**src/rtl/clock_divider_multi_pkg.sv**
```systemverilog
// rtl/clock_divider_multi_pkg.sv - shared constants and helpers for the multi-channel clock divider
package clock_divider_pkg;

   // Divisors below this value stop the channel instead of producing a waveform
   localparam int MIN_RUN_DIV = 2;

   // Channel-select width, never narrower than one bit
   function automatic int ch_w(input int n);
      return (n <= 2) ? 1 : $clog2(n);
   endfunction

endpackage

```
**src/rtl/clock_divider_multi_if.sv**
```systemverilog
// rtl/clock_divider_multi_if.sv - divisor configuration valid/ready port
interface clock_divider_multi_if #(
   parameter int NUM_CH = 4,
   parameter int DIV_W  = 8
);
   import clock_divider_pkg::*;

   localparam int CH_W = ch_w(NUM_CH);

   logic             valid;
   logic             ready;
   logic [CH_W-1:0]  ch;
   logic [DIV_W-1:0] div;

   modport master (output valid, ch, div, input ready);
   modport slave  (input valid, ch, div, output ready);
endinterface

```
**src/rtl/clock_divider_multi_ch.sv**
```systemverilog
// rtl/clock_divider_multi_ch.sv - one divider channel with boundary-aligned divisor and enable updates
module clock_divider_ch #(
   parameter int DIV_W       = 8,
   parameter int DEFAULT_DIV = 4
) (
   input  logic             clk_in,
   input  logic             rst_n,
   input  logic             en,
   input  logic             wr,
   input  logic [DIV_W-1:0] wr_div,
   output logic             pending,
   output logic             clk_out,
   output logic             tick
);
   import clock_divider_pkg::*;

   typedef struct packed {
      logic [DIV_W-1:0] cnt;
      logic [DIV_W-1:0] div_active;
      logic [DIV_W-1:0] div_shadow;
      logic             pending;
      logic             running;
   } ch_state_t;

   ch_state_t        st;
   ch_state_t        st_nxt;
   logic             boundary;
   logic [DIV_W:0]   half;
   logic             clk_nxt;
   logic             tick_nxt;

   // Next state: apply a pending divisor and re-sample en only at the period boundary
   always_comb begin
      st_nxt   = st;
      boundary = !st.running || (st.cnt == st.div_active - 1'b1);
      if (boundary) begin
         if (st.pending) begin
            st_nxt.div_active = st.div_shadow;
            st_nxt.pending    = 1'b0;
         end
         st_nxt.running = en && (st_nxt.div_active >= DIV_W'(MIN_RUN_DIV));
         st_nxt.cnt     = '0;
      end else begin
         st_nxt.cnt = st.cnt + 1'b1;
      end
      // A write landing on a boundary is only seen at the following boundary
      if (wr) begin
         st_nxt.div_shadow = wr_div;
         st_nxt.pending    = 1'b1;
      end
      half     = ({1'b0, st_nxt.div_active} + 1'b1) >> 1;
      clk_nxt  = st_nxt.running && ({1'b0, st_nxt.cnt} < half);
      tick_nxt = st_nxt.running && (st_nxt.cnt == '0);
   end

   // State and registered outputs; reset drops outputs immediately
   always_ff @(posedge clk_in or negedge rst_n) begin
      if (!rst_n) begin
         st <= '{cnt: '0, div_active: DIV_W'(DEFAULT_DIV), div_shadow: DIV_W'(DEFAULT_DIV),
                 pending: 1'b0, running: 1'b0};
         clk_out <= 1'b0;
         tick    <= 1'b0;
      end else begin
         st      <= st_nxt;
         clk_out <= clk_nxt;
         tick    <= tick_nxt;
      end
   end

   assign pending = st.pending;

endmodule

```
**src/rtl/clock_divider_multi.sv**
```systemverilog
// rtl/clock_divider_multi.sv - NUM_CH programmable clock dividers behind one config port
module clock_divider_multi #(
   parameter int NUM_CH      = 4,
   parameter int DIV_W       = 8,
   parameter int DEFAULT_DIV = 4
) (
   input  logic                clk_in,
   input  logic                rst_n,
   input  logic [NUM_CH-1:0]   en,
   clock_divider_multi_if.slave cfg,
   output logic [NUM_CH-1:0]   clk_out,
   output logic [NUM_CH-1:0]   tick
);
   import clock_divider_pkg::*;

   localparam int CH_W    = ch_w(NUM_CH);
   localparam int CH_SPAN = 2 ** CH_W;

   logic [NUM_CH-1:0]  pending;
   logic [NUM_CH-1:0]  wr;
   logic [CH_SPAN-1:0] pend_pad;
   logic               ready;

   // Unused channel codes read as never-pending, so out-of-range writes are always accepted
   always_comb begin
      pend_pad               = '0;
      pend_pad[NUM_CH-1:0]   = pending;
   end

   assign ready     = !pend_pad[cfg.ch];
   assign cfg.ready = ready;

   for (genvar i = 0; i < NUM_CH; i++) begin : g_ch
      assign wr[i] = cfg.valid && ready && (cfg.ch == CH_W'(i));

      clock_divider_ch #(
         .DIV_W       (DIV_W),
         .DEFAULT_DIV (DEFAULT_DIV)
      ) u_ch (
         .clk_in  (clk_in),
         .rst_n   (rst_n),
         .en      (en[i]),
         .wr      (wr[i]),
         .wr_div  (cfg.div),
         .pending (pending[i]),
         .clk_out (clk_out[i]),
         .tick    (tick[i])
      );
   end

endmodule

```
**src/flat_wrapper.sv**
```systemverilog
// flat-port wrapper written by rule: the top's interface ports become plain ports
module clock_divider_multi_flat import clock_divider_pkg::*;
#(
   parameter int NUM_CH      = 4,
   parameter int DIV_W       = 8,
   parameter int DEFAULT_DIV = 4
)
  (clk_in, rst_n, en, clk_out, tick, cfg_valid, cfg_ch, cfg_div, cfg_ready);
  clock_divider_multi_if #(.NUM_CH(NUM_CH), .DIV_W(DIV_W)) cfg_i ();
  input  logic clk_in;
  input  logic rst_n;
  input  logic [NUM_CH-1:0] en;
  output logic [NUM_CH-1:0] clk_out;
  output logic [NUM_CH-1:0] tick;
  input wire logic [$bits(cfg_i.valid)-1:0] cfg_valid;
  input wire logic [$bits(cfg_i.ch)-1:0] cfg_ch;
  input wire logic [$bits(cfg_i.div)-1:0] cfg_div;
  output wire logic [$bits(cfg_i.ready)-1:0] cfg_ready;
  assign cfg_i.valid = cfg_valid;
  assign cfg_i.ch = cfg_ch;
  assign cfg_i.div = cfg_div;
  assign cfg_ready = cfg_i.ready;
  clock_divider_multi #(.NUM_CH(NUM_CH), .DIV_W(DIV_W), .DEFAULT_DIV(DEFAULT_DIV)) u_core (.clk_in(clk_in), .rst_n(rst_n), .en(en), .cfg(cfg_i), .clk_out(clk_out), .tick(tick));
endmodule
```
**config.mk**
```make
export PLATFORM = sky130hd
export DESIGN_NAME = clock_divider_multi_flat
export DESIGN_NICKNAME = d
export VERILOG_FILES = /design/src/rtl/clock_divider_multi_pkg.sv /design/src/rtl/clock_divider_multi_if.sv /design/src/rtl/clock_divider_multi_ch.sv /design/src/rtl/clock_divider_multi.sv /design/src/flat_wrapper.sv
export SDC_FILE = /design/constraint.sdc
export NUM_CORES = 1
export LEC_CHECK = 0
export CORE_MARGIN = 8
export CORE_UTILIZATION = 60
export CTS_CLUSTER_DIAMETER = 50
export DETAILED_ROUTE_END_ITERATION = 8
export GPL_TIMING_DRIVEN = 0
export PLACE_DENSITY_LB_ADDON = 0.25
export SYNTH_ARGS = -nofsm -noshare
export SYNTH_HDL_FRONTEND = slang
export SYNTH_SLANG_ARGS = --single-unit
```
**constraint.sdc**
```tcl
create_clock -name clk_in -period 5.55 [get_ports clk_in]
set_clock_uncertainty 0.2 [all_clocks]
set_input_delay 1.11 -clock clk_in [delete_from_list [all_inputs] [get_ports clk_in]]
set_output_delay 1.11 -clock clk_in [all_outputs]
set_load 0.05 [all_outputs]
```
Yosys cells after proc, flatten, opt, wreduce, memory -nomap -nowiden:

Cells that the tools add are included.

* register bits: 112
* latch bits: 0
* bits in writable memories: 0
* bits in read-only memories: 0
* output and inout port bits: 9
* memories: 0

* $add $sub $neg: 12
* multipliers: 0
* divide/modulo/power cells: 0
* order comparisons: 9
* equality and inequality tests: 7
* shifts and indexed selects: 0
* muxes and demuxes: 26
* bitwise operators: 0
* reduce and logical (&&, ||, !) cells: 35

Operator list (number)
* $mux W8: 16
* $add A8 B1 Y9 const B: 4
* $add A8 B1 Y8 const B: 4
* $eq A8 B8 Y1: 4
* $ge A8 B2 Y1 const B: 4
* $logic_not A8 Y1: 4
* $lt A8 B8 Y1: 4
* $sub A8 B1 Y8 const B: 4
* $logic_and A1 B1 Y1: 17
* $mux W2: 4
* $reduce_bool A2 Y1: 4
* $logic_not A1 Y1: 5
* $mux W1: 5
* $eq A2 B2 Y1 const B: 2
* $logic_or A1 B1 Y1: 4
* $lt A2 B3 Y1 const B: 1
* $bmux W1 S2: 1
* $eq A2 B1 Y1 const B: 1
* $logic_not A2 Y1: 1

Depth between registers and ports, before layout:

* depth after elaboration: 8
* depth in mapped cells: 19
* depth with buffers taken out: 18

Modules after synthesis:

Synthesis repeated with hierarchy kept, for this count alone.

* cell total of the unflattened synthesis: 773
* area total of the unflattened synthesis: 7892.6 µm²

Modules (own cells, without submodules)
* clock_divider_ch at u_core.g_ch[1].u_ch ...: instances 3, cells an instance 193, area each 1971.9 µm²
* clock_divider_ch at u_core.g_ch[0].u_ch: instances 1, cells an instance 187, area each 1913.1 µm²
* clock_divider_multi: instances 1, cells an instance 7, area each 63.8 µm²

Worst setup path after synthesis:

OpenSTA, ideal clock, no wires.

* path kind: register -> register
* start point: register u_core.g_ch[3].u_ch.st[13] (netlist bit)
* end point: register u_core.g_ch[3].u_ch.clk_out
* arrival: 4.028 ns
* data required time: 5.228 ns
* setup slack: 1.200 ns
* cell stages (with the launch flop): 18
* buffers on the path: 2
* path through: dfrtp_1 -> clkbuf_1 -> or4_1 -> nor2_1 -> xnor2_1 -> nand4_1 -> o31ai_4 -> buf_2 -> nand2_1 -> o21ai_0 -> ha_1 -> nand3_1 -> mux2_2 -> or3_1 -> ha_1 -> and4_1 -> o211ai_1 -> o2111a_1

RTL lines
* from (decl): line clock_divider_multi_ch.sv:25 `ch_state_t st;`
* from (signal assigned): line clock_divider_multi_ch.sv:59 `st <= '{cnt: '0, div_active: DIV_W'(DEFAULT_DIV), div_shadow: DIV_W'(DEFAULT_DIV),`
* from (signal assigned): line clock_divider_multi_ch.sv:64 `st <= st_nxt;`
* to (signal assigned): line clock_divider_multi_ch.sv:65 `clk_out <= clk_nxt;`
* to (decl): line clock_divider_multi_ch.sv:12 `output logic clk_out,`

==> run_results.csv <==
group,metric,value,unit
cells_and_area,fill_cells,937,
min_path,hp-class,"reg2reg",
critical_path,cp_data_arrival_time,5.08,ns
grt,antenna_found_initial,0,
detailed_routing,vias,5608,
detailed_routing,wl_met2,7965,um
cells_and_area,diodes,0,
logic_synthesis,yosysWarnings,0,
timing,worstMarginPinSlew,1.242,ns
timing,drv_slew,0,
clock_network,clk_pin_slew,0.07,ns
critical_path,rrSetupSlack,0.52,ns
logic_synthesis,synth_top_family_by_area,"simple AND/OR/NAND/NOR gates",
grt,grt_pass1_wl,27140,um
timing,finalCriticalPeriod,5.033,ns
critical_path,path_max_fanout,10,
detailed_routing,drtPass1Iterations,5,
cells_and_area,final_cell_mix,"dfrtp_1, nor2_1, mux2_2",
clock_network,cts_hold_buffers,0,
logic_synthesis,syn_inst,750,
cells_and_area,multi_input_area,0.004250,sq mm
detailed_routing,wire_per_inst,17.25,um
grt,grt_pass1_vias,5594,
critical_path,critPathCaptureType,"flip-flop",
detailed_routing,drt_wl_total,16160,um
logic_synthesis,seq_area_frac_synth,38.07,%
cells_and_area,post-route-util,67.52,%
pwr,vdd_drop_max,337.8,uV
logic_synthesis,yosys.area_share.adder,6.774,%
run,max_cap_viol_count,0,
logic_synthesis,synth_compound_area_share,8.417,%
cells_and_area,final_cells,937,
cells_and_area,drive_gt1_share,14.94,%
detailed_routing,dr.max_layer_used,"met4",
cells_and_area,syn_to_final_growth,9.771,%
floorplan,rows,40,
cells_and_area,num-nets-final,842,
timing,slew_headroom,16.54,%
timing,final-hold-violation-count,0,
logic_synthesis,ys.flop_type,"dfrtp_1",
floorplan,die_area,0.01612,sq mm
clock_network,clkSinkCount,112,
floorplan,initial_core_util,61.51,%
pwr,p_int,1.662,mW
logic_synthesis,async_reset_ff_share,100.0,%
logic_synthesis,synthMuxAreaShare,12.60,%
clock_network,cts_made_buffers,9,
clock_network,cts_root_buf,"clkbuf_16",
grt,grt_start_max_net_pins,61,
timing,finalSetupTns,0,ns
logic_synthesis,syn_nets,807,
clock_network,cts_tree,"done",
logic_synthesis,postSynthAreaPerCell,9.851,sq um
detailed_routing,wl_met3,646,um
placement,globalplace.congestion,0.8902,
pwr,power.share.clock,25.4,%
critical_path,r2r_start,"u_core.g_ch[3].u_ch.st[13]",
outcome,status,"completed",
clock_network,post_cts_buffers,0,
pwr,p_sw,856.3,uW
clock_network,cts_resized,0,
logic_synthesis,synth_edf_count,0,
detailed_routing,postRouteAntennaNets,0,
clock_network,clock_latency,0.35,ns
pwr,p_leak,3.589,nW
critical_path,rr_endpoint,"u_core.g_ch[3].u_ch.clk_out",
clock_network,cts_buffer_depth,2,
detailed_routing,drtIter0Drc,386,
logic_synthesis,syn-cell-area,0.007388,sq mm
critical_path,reg2regPathDepth,17,
grt,track_usage,20.63,%
pwr,seq_power_share,42.4,%
timing,max_freq,198.7,MHz
floorplan,die_h,127.0,um
floorplan,io_pins,26,
pwr,comb_power_share,32.2,%
min_path,hold_depth,1,
logic_synthesis,synthSimpleGateAreaFrac,18.71,%
timing,finalSetupViolCount,0,
min_path,hp-start,"u_core.g_ch[3].u_ch.st[9]",
logic_synthesis,synth_xor_area_share,11.02,%
placement,dp_cells,921,
critical_path,required,5.59,ns
clock_network,htreeDepth,3,
pwr,switching_share,34.01,%
cells_and_area,mostFrequentLayoutCell,"dfrtp_1",
detailed_routing,viasPerCell,5.985,
min_path,hold_end,"u_core.g_ch[3].u_ch.st[9]",
pwr,power,2.518,mW
timing,finalCritPeriodShare,90.69,%
detailed_routing,drc,0,
timing,rsz0062_at_grt,"no",
grt,overflow,0,
placement,io_buffers,23,
placement,hpwlAfterDp,12270,um
critical_path,startpoint_type,"flip-flop",
floorplan,fp.coreArea,0.01201,sq mm
detailed_routing,wl_met1,7279,um
floorplan,die_w,127.0,um
critical_path,critPathKind,"reg2reg",
logic_synthesis,synth_cell_types,62,
logic_synthesis,synth_seq_cells,112,
pwr,p_per_area,310.5,mW/mm^2
cells_and_area,seqCellArea,0.002813,sq mm
[Yosys cell counts (5+ instances only)]
cell      number  area share, %
nand2_1       43            2.2
nor3_1        25            1.7
inv_1         21            1.1
nand4_1       10           0.85
buf_4         11            1.1
xnor2_1       49            5.8
and3_1        19            1.6
dfstp_2        8            2.8
nor4_1         8           0.68
dfrtp_1      104             35
nand3_1       46            3.1
buf_2          5           0.34
mux2i_1       24            3.3
a21o_1         7           0.71
xor2_1        44            5.2
nor2_1        71            3.6
nand3b_1       6           0.61
nand2b_1      15            1.3
a21oi_1       14           0.95
o211ai_1       5           0.51
ha_1          40            6.8
a31oi_1        8           0.68
o21ai_0       18            1.2
a221oi_1       5           0.59
buf_6          5           0.76
or2_2          5           0.42
mux2_2        54            8.2
clkbuf_1      22            1.1
[how the worst max path moves through the flow]
stage / from / end
6_report: u_core.g_ch[3].u_ch.st[13] / u_core.g_ch[3].u_ch.clk_out
3_5_place_dp: u_core.g_ch[3].u_ch.st[13] / u_core.g_ch[3].u_ch.clk_out
5_1_grt: u_core.g_ch[3].u_ch.st[13] / u_core.g_ch[3].u_ch.clk_out
3_3_place_gp: rst_n / u_core.g_ch[0].u_ch.st[21]
4_1_cts: u_core.g_ch[3].u_ch.st[13] / u_core.g_ch[3].u_ch.clk_out
2_1_floorplan: u_core.g_ch[3].u_ch.st[13] / u_core.g_ch[3].u_ch.clk_out
[worst max-delay path, stage by stage, from the launching register on]
cell      delay, ns
dfrtp_1        0.36
clkbuf_1       0.20
or4_1          0.62
nor2_1         0.15
xnor2_1        0.13
nand4_1        0.23
o31ai_4        0.49
buf_2          0.33
nand2_1        0.08
o21ai_0        0.12
ha_1           0.33
nand3_1        0.11
mux2_2         0.31
or3_1          0.39
ha_1           0.29
and4_1         0.22
o211ai_1       0.10
o2111a_1       0.25
[registers in the layout, indices dropped and copies added (netlist names)]
name,flops
u_core.g_ch.u_ch.pending,4
u_core.g_ch.u_ch.tick,4
u_core.g_ch.u_ch.clk_out,4
u_core.g_ch.u_ch.st,100
[cell type report]
cell class                 count  area share, %
timing repair buffer          24          3.147
tap                          147          2.268
clock buffer                  11          2.869
clock inverter                 5         0.6171
sequential                   112          34.68
multi-input combinational    574          52.41
buffer                        43          3.039
inverter                      21         0.9719
[kinds of logic after synthesis]
kind of cell	count (synthesis)
buffers and inverters	64
and+or+nand+nor	273
adders and majority gates	40
DFF	112
AOI/OAI and AO/OA	85
muxes	83
xor gates and xnor gates	93
[power by group through the flow]
| stage | clock network [mW] | registers [mW] | logic (mW) |
|---|---|---|---|
| finish | 0.641 | 1.07 | 0.810 |
| floorplan | 0 | 1.04 | 0.632 |
| global placement | 0 | 1.08 | 0.768 |
| CTS | 0.654 | 1.06 | 0.812 |
| global route | 0.680 | 1.08 | 0.904 |
| detailed placement | 0 | 1.08 | 0.806 |
[stage by stage]
step                      hold slack [ns]  area (sq um)  setup WS, ns
after global routing               0.3537          8110        0.2234
after global placement             0.3195          7802        -1.002
after floorplan                    0.2917          7388         1.200
after detailed placement           0.3194          7828        0.5615
final                              0.3388          8110        0.5165
after CTS                          0.3354          8110        0.5526
[metal layers]
layer,vias to the layer above,global-route usage [%]
met4,0,6.158
met5,-,0
li1,2717,-
met1,2734,26.35
met2,135,34.54
met3,22,4.147
Note: power is estimated with default switching activity, not from simulation.
